[src/rtl/dm_pkg.sv]
// Shared encodings for the data-memory access controller: op size codes,
// the load-extension bit position and the controller state encoding.
package dm_pkg;

    localparam logic [1:0] SZ_BYTE = 2'b00;
    localparam logic [1:0] SZ_HALF = 2'b01;
    localparam logic [1:0] SZ_WORD = 2'b10;
    localparam logic [1:0] SZ_INV  = 2'b11;

    localparam int OP_UNSIGNED_BIT = 2;

    typedef enum logic [2:0] {
        ST_IDLE  = 3'd0,
        ST_LOAD  = 3'd1,
        ST_READ  = 3'd2,
        ST_WRITE = 3'd3,
        ST_DONE  = 3'd4,
        ST_ERR   = 3'd5
    } dm_state_t;

    function automatic logic is_misaligned(input logic [1:0] size, input logic [1:0] byte_off);
        case (size)
            SZ_HALF: return byte_off[0];
            SZ_WORD: return (byte_off != 2'b00);
            default: return 1'b0;
        endcase
    endfunction

endpackage

[src/rtl/dm_lane_unit.sv]
// Lane steering for sub-word accesses: extracts and extends load data, and
// merges store data into the old word. One lane decode feeds both paths.
module dm_lane_unit
    import dm_pkg::*;
(
    input  logic [1:0]  byte_off,
    input  logic [2:0]  op,
    input  logic [31:0] old_word,
    input  logic [31:0] wdata,
    output logic [31:0] load_data,
    output logic [31:0] merge_data
);

    logic [1:0]  lane_off;
    logic [3:0]  lane_en;
    logic [31:0] wdata_rep;
    logic [31:0] shifted;

    always_comb begin
        lane_off  = 2'b00;
        lane_en   = 4'b1111;
        wdata_rep = wdata;
        case (op[1:0])
            SZ_BYTE: begin
                lane_off  = byte_off;
                lane_en   = 4'b0001 << byte_off;
                wdata_rep = {4{wdata[7:0]}};
            end
            SZ_HALF: begin
                lane_off  = {byte_off[1], 1'b0};
                lane_en   = byte_off[1] ? 4'b1100 : 4'b0011;
                wdata_rep = {2{wdata[15:0]}};
            end
            default: begin
                lane_off  = 2'b00;
                lane_en   = 4'b1111;
                wdata_rep = wdata;
            end
        endcase
    end

    assign shifted = old_word >> {lane_off, 3'b000};

    always_comb begin
        load_data = shifted;
        case (op[1:0])
            SZ_BYTE: load_data = op[OP_UNSIGNED_BIT] ? {24'h0, shifted[7:0]}
                                                     : {{24{shifted[7]}}, shifted[7:0]};
            SZ_HALF: load_data = op[OP_UNSIGNED_BIT] ? {16'h0, shifted[15:0]}
                                                     : {{16{shifted[15]}}, shifted[15:0]};
            default: load_data = shifted;
        endcase
    end

    always_comb begin
        merge_data = old_word;
        for (int k = 0; k < 4; k++) begin
            if (lane_en[k]) begin
                merge_data[8*k +: 8] = wdata_rep[8*k +: 8];
            end
        end
    end

endmodule

[src/rtl/dm_access_ctrl.sv]
// MEM-stage to data-memory access controller (byte/half/word, RMW for sub-word stores).
// Optional build macro DM_RANGE_CHECK_EN adds an out-of-window address error.
//
// state    | meaning
// ---------+-----------------------------------------------------------
// ST_IDLE  | waiting for req; request fields latched on accept
// ST_LOAD  | memory read, extended result captured into rdata
// ST_READ  | old word read and merged with store lanes
// ST_WRITE | dm_we asserted with full word on dm_din
// ST_DONE  | done pulse, access completed normally
// ST_ERR   | done pulse with addr_err, no memory side effects
module dm_access_ctrl
    import dm_pkg::*;
#(
    parameter int          DM_AW     = 10,
    parameter logic [31:0] BASE_ADDR = 32'h0000_0000
) (
    input  logic             clk,
    input  logic             rst_n,
    input  logic             req,
    input  logic             we,
    input  logic [2:0]       op,
    input  logic [31:0]      addr,
    input  logic [31:0]      wdata,
    output logic             busy,
    output logic             done,
    output logic             addr_err,
    output logic [31:0]      rdata,
    output logic [DM_AW-1:0] dm_addr,
    output logic [31:0]      dm_din,
    output logic             dm_we,
    input  logic [31:0]      dm_dout
);

    dm_state_t         state, state_nxt;
    logic [2:0]        op_q;
    logic [DM_AW+1:0]  addr_q;
    logic [31:0]       wdata_q;
    logic [31:0]       dm_din_q;
    logic [31:0]       rdata_q;
    logic [31:0]       load_data;
    logic [31:0]       merge_data;
    logic              out_of_range;
    logic              bad_req;

`ifdef DM_RANGE_CHECK_EN
    localparam logic [32:0] MEM_BYTES = 33'd4 << DM_AW;
    logic [32:0] addr_ext;
    logic [32:0] base_ext;
    assign addr_ext     = {1'b0, addr};
    assign base_ext     = {1'b0, BASE_ADDR};
    assign out_of_range = (addr_ext < base_ext) || (addr_ext >= (base_ext + MEM_BYTES));
`else
    // Upper address bits are intentionally dropped so accesses wrap.
    logic unused_range;
    assign unused_range = ^{addr[31:DM_AW+2], BASE_ADDR};
    assign out_of_range = 1'b0;
`endif

    assign bad_req = (op[1:0] == SZ_INV) || is_misaligned(op[1:0], addr[1:0]) || out_of_range;

    dm_lane_unit u_lane (
        .byte_off   (addr_q[1:0]),
        .op         (op_q),
        .old_word   (dm_dout),
        .wdata      (wdata_q),
        .load_data  (load_data),
        .merge_data (merge_data)
    );

    always_ff @(posedge clk or negedge rst_n) begin
        if (!rst_n) begin
            state <= ST_IDLE;
        end else begin
            state <= state_nxt;
        end
    end

    always_comb begin
        state_nxt = state;
        busy      = 1'b1;
        done      = 1'b0;
        addr_err  = 1'b0;
        dm_we     = 1'b0;
        case (state)
            ST_IDLE: begin
                busy = 1'b0;
                if (req) begin
                    if (bad_req)                  state_nxt = ST_ERR;
                    else if (!we)                 state_nxt = ST_LOAD;
                    else if (op[1:0] == SZ_WORD)  state_nxt = ST_WRITE;
                    else                          state_nxt = ST_READ;
                end
            end
            ST_LOAD:  state_nxt = ST_DONE;
            ST_READ:  state_nxt = ST_WRITE;
            ST_WRITE: begin
                dm_we     = 1'b1;
                state_nxt = ST_DONE;
            end
            ST_DONE: begin
                done      = 1'b1;
                state_nxt = ST_IDLE;
            end
            ST_ERR: begin
                done      = 1'b1;
                addr_err  = 1'b1;
                state_nxt = ST_IDLE;
            end
            default: begin
                busy      = 1'b0;
                state_nxt = ST_IDLE;
            end
        endcase
    end

    // dm_din_q doubles as the merge register; it only changes on entry to WRITE.
    always_ff @(posedge clk or negedge rst_n) begin
        if (!rst_n) begin
            op_q     <= '0;
            addr_q   <= '0;
            wdata_q  <= '0;
            dm_din_q <= '0;
            rdata_q  <= '0;
        end else begin
            if (state == ST_IDLE && req) begin
                op_q    <= op;
                addr_q  <= addr[DM_AW+1:0];
                wdata_q <= wdata;
            end
            if (state == ST_IDLE && state_nxt == ST_WRITE) begin
                dm_din_q <= wdata;
            end
            if (state == ST_READ) begin
                dm_din_q <= merge_data;
            end
            if (state == ST_LOAD) begin
                rdata_q <= load_data;
            end
        end
    end

    assign dm_addr = addr_q[DM_AW+1:2];
    assign dm_din  = dm_din_q;
    assign rdata   = rdata_q;

endmodule

[config.mk]
export PLATFORM = sky130hd
export DESIGN_NAME = dm_access_ctrl
export DESIGN_NICKNAME = d
export VERILOG_FILES = /design/src/rtl/dm_pkg.sv /design/src/rtl/dm_lane_unit.sv /design/src/rtl/dm_access_ctrl.sv
export SDC_FILE = /design/constraint.sdc
export NUM_CORES = 1
export LEC_CHECK = 0
export CAP_MARGIN = 20
export CORE_MARGIN = 2
export CORE_UTILIZATION = 49
export CTS_CLUSTER_DIAMETER = 150
export DETAILED_ROUTE_END_ITERATION = 10
export PLACE_DENSITY = 0.92
export SLEW_MARGIN = 20
export SYNTH_ARGS = -nofsm -noshare
export SYNTH_HDL_FRONTEND = slang
export SYNTH_SLANG_ARGS = --single-unit
[constraint.sdc]
create_clock -name clk -period 2.62 [get_ports clk]
set_input_delay 0.262 -clock clk [delete_from_list [all_inputs] [get_ports clk]]
set_output_delay 0.262 -clock clk [all_outputs]
set_load 0.02 [all_outputs]
# After elaboration in Yosys (flattened, before gate mapping)

Cells that the tools add are included.

Bits in registers: 114
Input bits: 103
Output and inout bits: 78
Logic and storage cells: 51

Equality and inequality tests: 10
Shifts and indexed selects: 2
Mux-type cells: 23
Reductions and logical operators: 10

Operators by type and width:

| kind                                                              | number |
|---|---|
| 32-bit two-way mux                                                | 4 |
| 32-bit case mux with 2 select lines                               | 2 |
| 8-bit two-way mux                                                 | 4 |
| 32-bit by 5-bit right shift with 32-bit output                    | 1 |
| 3-bit by 2-bit == test with 1-bit output, second input constant   | 3 |
| 3-bit case mux with 3 select lines                                | 1 |
| 4-bit case mux with 2 select lines                                | 1 |
| 3-bit == test, second input constant                              | 2 |
| 3-bit two-way mux                                                 | 2 |
| 1-bit two-way mux                                                 | 5 |
| 5-bit OR reduction                                                | 1 |
| 2-bit by 1-bit == test with 1-bit output, second input constant   | 2 |
| 2-bit == test, second input constant                              | 2 |
| 4-bit two-way mux                                                 | 1 |
| 2-bit case mux with 2 select lines                                | 1 |
| 2-bit nonzero test                                                | 2 |
| 2-bit OR reduction                                                | 2 |
| 1-bit by 2-bit << shifter with 4-bit output, first input constant | 1 |
| 3-bit by 1-bit == test with 1-bit output, second input constant   | 1 |
| 3-bit zero test                                                   | 1 |
| 1-bit logical AND                                                 | 2 |
| 2-bit zero test                                                   | 1 |
| 2-bit two-way mux                                                 | 1 |
| 1-bit case mux with 2 select lines                                | 1 |
| 1-bit logical OR                                                  | 1 |

# Depth between registers and ports, before layout

Depth in word-level cells: 10
Depth in mapped cells: 7
Gate-level depth less buffers: 6

# By module

From an unflattened synthesis, not the netlist that was laid out.

Cell total of the unflattened synthesis: 509
Area total of the unflattened synthesis: 5,963.2 um2

Modules (own cells, without submodules):

| module         | times used | cells each | area an instance (um2) | sequential area each (um2) |
|---|---|---|---|---|
| dm_access_ctrl | 1          | 313        | 4,601.9                | 2,852.7 |
| dm_lane_unit   | 1          | 196        | 1,361.3                | 0.0 |

# Worst setup path before layout

OpenSTA, ideal clock, no wires.

Path type: register to register
From: register state[2]
To: register dm_din_q[30], in the netlist dm_din[30]
Setup time: 0.127 ns
Data arrival time: 1.704 ns
Required time: 2.493 ns
Setup slack: 0.789 ns
Cell stages (with the launch flop): 7
Path buffers: 2
Period minus slack after synthesis: 1.831 ns
Path through: dfrtp_1 -> buf_6 -> nor4b_4 -> nand3_2 -> o21ai_4 -> buf_4 -> mux2_1

Word-level cells in the longest chain between the ends: 6
Elaborated cells between the ends (all ways): 11
Those cells by class: eq/ne (4); mux (3); reduce/logical (4)

Ends and longest elaborated chain:

| what                                                                                                        | line                  | text |
|---|---|---|
| from (decl)                                                                                                 | dm_access_ctrl.sv:35  | `dm_state_t state, state_nxt;` |
| from (signal assigned)                                                                                      | dm_access_ctrl.sv:75  | `state <= state_nxt;` |
| 3-bit by 1-bit == test with 1-bit output / 3-bit by 2-bit == test with 1-bit output (equally long branches) | dm_access_ctrl.sv:85  | `case (state)` |
| 2-bit OR reduction (no line)                                                                                | -                     |  |
| 3-bit case mux with 3 select lines                                                                          | dm_access_ctrl.sv:85  |  |
| 3-bit by 2-bit == test with 1-bit output                                                                    | dm_access_ctrl.sv:131 | `if (state == ST_IDLE && state_nxt == ST_WRITE) begin` |
| 1-bit logical AND                                                                                           | dm_access_ctrl.sv:131 |  |
| 2-bit nonzero test (no line)                                                                                | -                     |  |
| to (signal assigned)                                                                                        | dm_access_ctrl.sv:132 | `dm_din_q <= wdata;` |
| to (signal assigned)                                                                                        | dm_access_ctrl.sv:135 | `dm_din_q <= merge_data;` |
| to (decl)                                                                                                   | dm_access_ctrl.sv:39  | `logic [31:0] dm_din_q;` |

Parallel ways exist; a longest one is shown, timed or not.
A chain may end at the register's enable or synchronous reset.

# Final worst setup path

From: register state[1]
To: output busy

Word-level cells in the longest chain between the ends: 3
Elaborated cells between the ends (all ways): 7
Those cells by class: eq/ne (5); mux (1); reduce/logical (1)

Ends and longest elaborated chain:

| what                                                                   | line                 | text |
|---|---|---|
| 3-bit by 2-bit == test with 1-bit output, or another cell as far along | dm_access_ctrl.sv:85 |  |
| 5-bit OR reduction (no line) *                                         | -                    |  |
| 1-bit two-way mux *                                                    | dm_access_ctrl.sv:85 |  |
| to (decl)                                                              | dm_access_ctrl.sv:25 | `output logic busy,` |

Every way passes the cells marked *; elsewhere a longest branch is shown, timed or not.

==> results.yml <==
logic_synthesis:
  synth_top_cell_area_share_pct: 44.3
  synth_ff_type: "dfrtp_1"
  synthXorXnorAreaFrac_pct: 0
  synthCells: 637
  yosys_warnings: 0
  synth_adder_area_share_pct: 0.778
  ys_seq_elements: 114
  syn-num-nets: 744
  synth_area_leaders: "dfrtp_1, mux2_2, nand2_1"
  syn_avg_cell_area_um2: 10.1
  synthArstFlopShare_pct: 100
  synthesis.area_mm2: 0.00643
  synth-edff-count: 0
  muxShareOfSynthArea_pct: 16.6
  synth_top_family_by_area: "compound AO/OA/AOI/OAI gates"
  yosysUniqueCellTypes: 52
  synth_top_area_cell: "dfrtp_1"
  synth_simple_gate_area_share_pct: 14.4
  yosysSeqAreaShare_pct: 44.3
  synth-compound-area-share_pct: 17.6
die:
  rows: 41
  fp.dieH_um: 119
  die-area_mm2: 0.0141
  pin_count: 181
  core_area_mm2: 0.0127
  die_x_um: 119
  start_util_pct: 50.6
hold_path:
  hold_class: "input pin to asynchronous set/reset pin"
cts:
  htree_levels: 4
  cts_root_buf: "clkbuf_16"
  cts_resized: 0
  numCtsBuffers: 17
  clk_pin_slew_ns: 0.05
  cts_tree: "built"
  post-cts-setup-buffers: 0
  clk_path_buf_depth: 2
  cts.sinks: 114
  clk_latency_ns: 0.42
  cts.hold.buffers_added: 1
grt:
  gr-total-overflow: 0
  grt_pass1_vias: 5824
  antenna_found_initial: 0
  grt_max_degree: 53
  grt_pass1_wl_um: 31600
  grt_usage_pct: 28.9
setup_path:
  crit_fanout: 8
  cp-start-kind: "flip-flop"
  arrival_ns: 2.08
  criticalPathCategory: "flip-flop to primary output"
  reg2reg_slack_ns: 0.32
  cp_slowest_cell: "clkdlybuf4s50_1"
  slowest_delay_ns: 0.59
  endpoint_kind: "primary output"
  worst-endpoint-required_ns: 2.36
  crit_chain: "inv_1 -> ha_1 -> nand2_1 -> clkdlybuf4s50_1"
power_and_ir_drop:
  p_per_area_mw_per_mm2: 1360
  power_switching_mw: 4.79
  p_leak_nw: 3.65
  p_comb_share_pct: 50.7
  clkPwrFrac_pct: 21.2
  cellInternalPower_mw: 7.21
  p_seq_share_pct: 28.1
  ir_drop_v: 0.000734
  swShare_pct: 39.9
route:
  postRouteAntennaNets: 0
  via_per_inst: 6.26
  drt_iter0_markers: 525
  vias: 6025
  detail_route.first_pass.iterations: 5
  wl_per_cell_um: 21.0
  drc_errors: 0
  wl_um: 20200
layout:
  drive_above_1_share_pct: 18.8
  n_antenna_cell: 0
  layout.nets: 885
  final_cell_mix: "clkdlybuf4s50_1, dfrtp_1, nand2_1"
  layout_commonest_cell: "clkdlybuf4s50_1"
  area.growth.synth_to_final_pct: 36.6
  fin_util_pct: 69.1
sta:
  drv_slew: 0
  period_needed_ns: 2.34
  clock-skew-final_ns: 0.00572
  worst_slack_ns: 0.278
  fin_crit_sh_pct: 89.4
  maxSlewHeadroom_pct: 51.5
  timing_worst_slew_pin_value_ns: 0.725
  hold_viol_final: 0
  setup_violations: 0
  holdWs_ns: 0.413
  rsz0062_at_grt: "no"
  max_freq_ghz: 0.427
  tns_ns: 0
job:
  max_cap_viol_count: 0
place:
  post-dp-hpwl_um: 13900
  dpl_worst_slack_ns: 0.191
  routabilityCongestion: 0.897
  io_buffers: 160
outcome:
  status: "complete, no violations"
==> per-stage QoR <==
step | power (mW) | instance area [um2] | std cells
final | 12.0 | 8790 | 963
after CTS | 11.9 | 8790 | 963
after global routing | 12.6 | 8790 | 963
after detailed placement | 9.31 | 8130 | 930
after global placement | 9.10 | 8130 | 930
after floorplan | 7.20 | 6430 | 637
==> logic make-up after synthesis <==
family,count (synthesis)
simple gates,191
compound gates,155
flops,114
mux,96
buf+inv,77
fa+ha+maj,4
==> synthesized netlist by cell type, types with 2 or more instances <==
cell type and count:
mux2i_1 11, o21ai_1 3, nand3_1 8, buf_6 6, a41oi_1 8, inv_1 13
a31oi_1 2, a32oi_1 8, o41ai_1 7, o21ai_0 24, a21o_1 3, buf_4 12
nand2b_1 20, buf_1 2, mux2_1 3, a211oi_1 32, o32ai_1 2, o31ai_1 15
nand2_1 91, a21boi_0 8, mux2_2 82, a21oi_1 10, buf_2 18, clkbuf_1 24
nor2_1 29, nor3_1 8, and3_1 17, or3b_1 2, dfrtp_1 114, ha_1 4
o211ai_1 16, o221ai_1 8, nand4_1 8
==> state kept, by name, summed over array words and instances, names as in the netlist <==
signal	cells
rdata	32
wdata_q	32
op_q	3
state	3
dm_din	32
addr_q	12
==> routing by layer <==
layer	GRT usage (%)	vias up	share of wire [%]
met5	0	-	0
met4	13.1	0	4.0
met3	6.81	83	9.4
met2	46.9	400	48
met1	36.7	2922	39
li1	-	2620	-
==> critical path, delay by kind of cell (launching register included) <==
kind	cells	cell delay [ns]
buffers and inverters	2	0.76
flip-flops	1	0.50
AND/OR/NAND/NOR	1	0.06
adder cells (fa/ha/maj)	1	0.34
==> worst paths after layout <==
path / start / endpoint / cells after the start
max: state[1]$_DFF_PN0_ / busy / 4
min: rst_n / addr_q[11]$_DFFE_PN0P_ / 2
max reg2reg: state[0]$_DFF_PN0_ / dm_din[21]$_DFFE_PN0P_ / 5
min reg2reg: rdata[7]$_DFFE_PN0P_ / rdata[7]$_DFFE_PN0P_ / 2
max in group asynchronous: rst_n / rdata[21]$_DFFE_PN0P_ / 3
min in group clk: addr[8] / addr_q[8]$_DFFE_PN0P_ / 2
==> power by group through the flow <==
stage	Clock, mW	Sequential, mW	Combinational (mW)
after floorplan	0	3.69	3.51
after global placement	0	3.31	5.79
after detailed placement	0	3.36	5.95
after CTS	2.54	3.35	6.04
after global routing	2.64	3.47	6.49
final	2.54	3.37	6.08
==> final cells by class <==
cell class / count / area [um2]
Clock buffer: 23 / 498
Clock inverter: 9 / 150
Fill cell: 917 / 3930
Inverter: 14 / 52.6
Multi-Input combinational cell: 446 / 3190
Sequential cell: 114 / 2850
Tap cell: 172 / 215
Timing Repair Buffer: 185 / 1830
No activity file was read; power rests on OpenSTA's default activity.
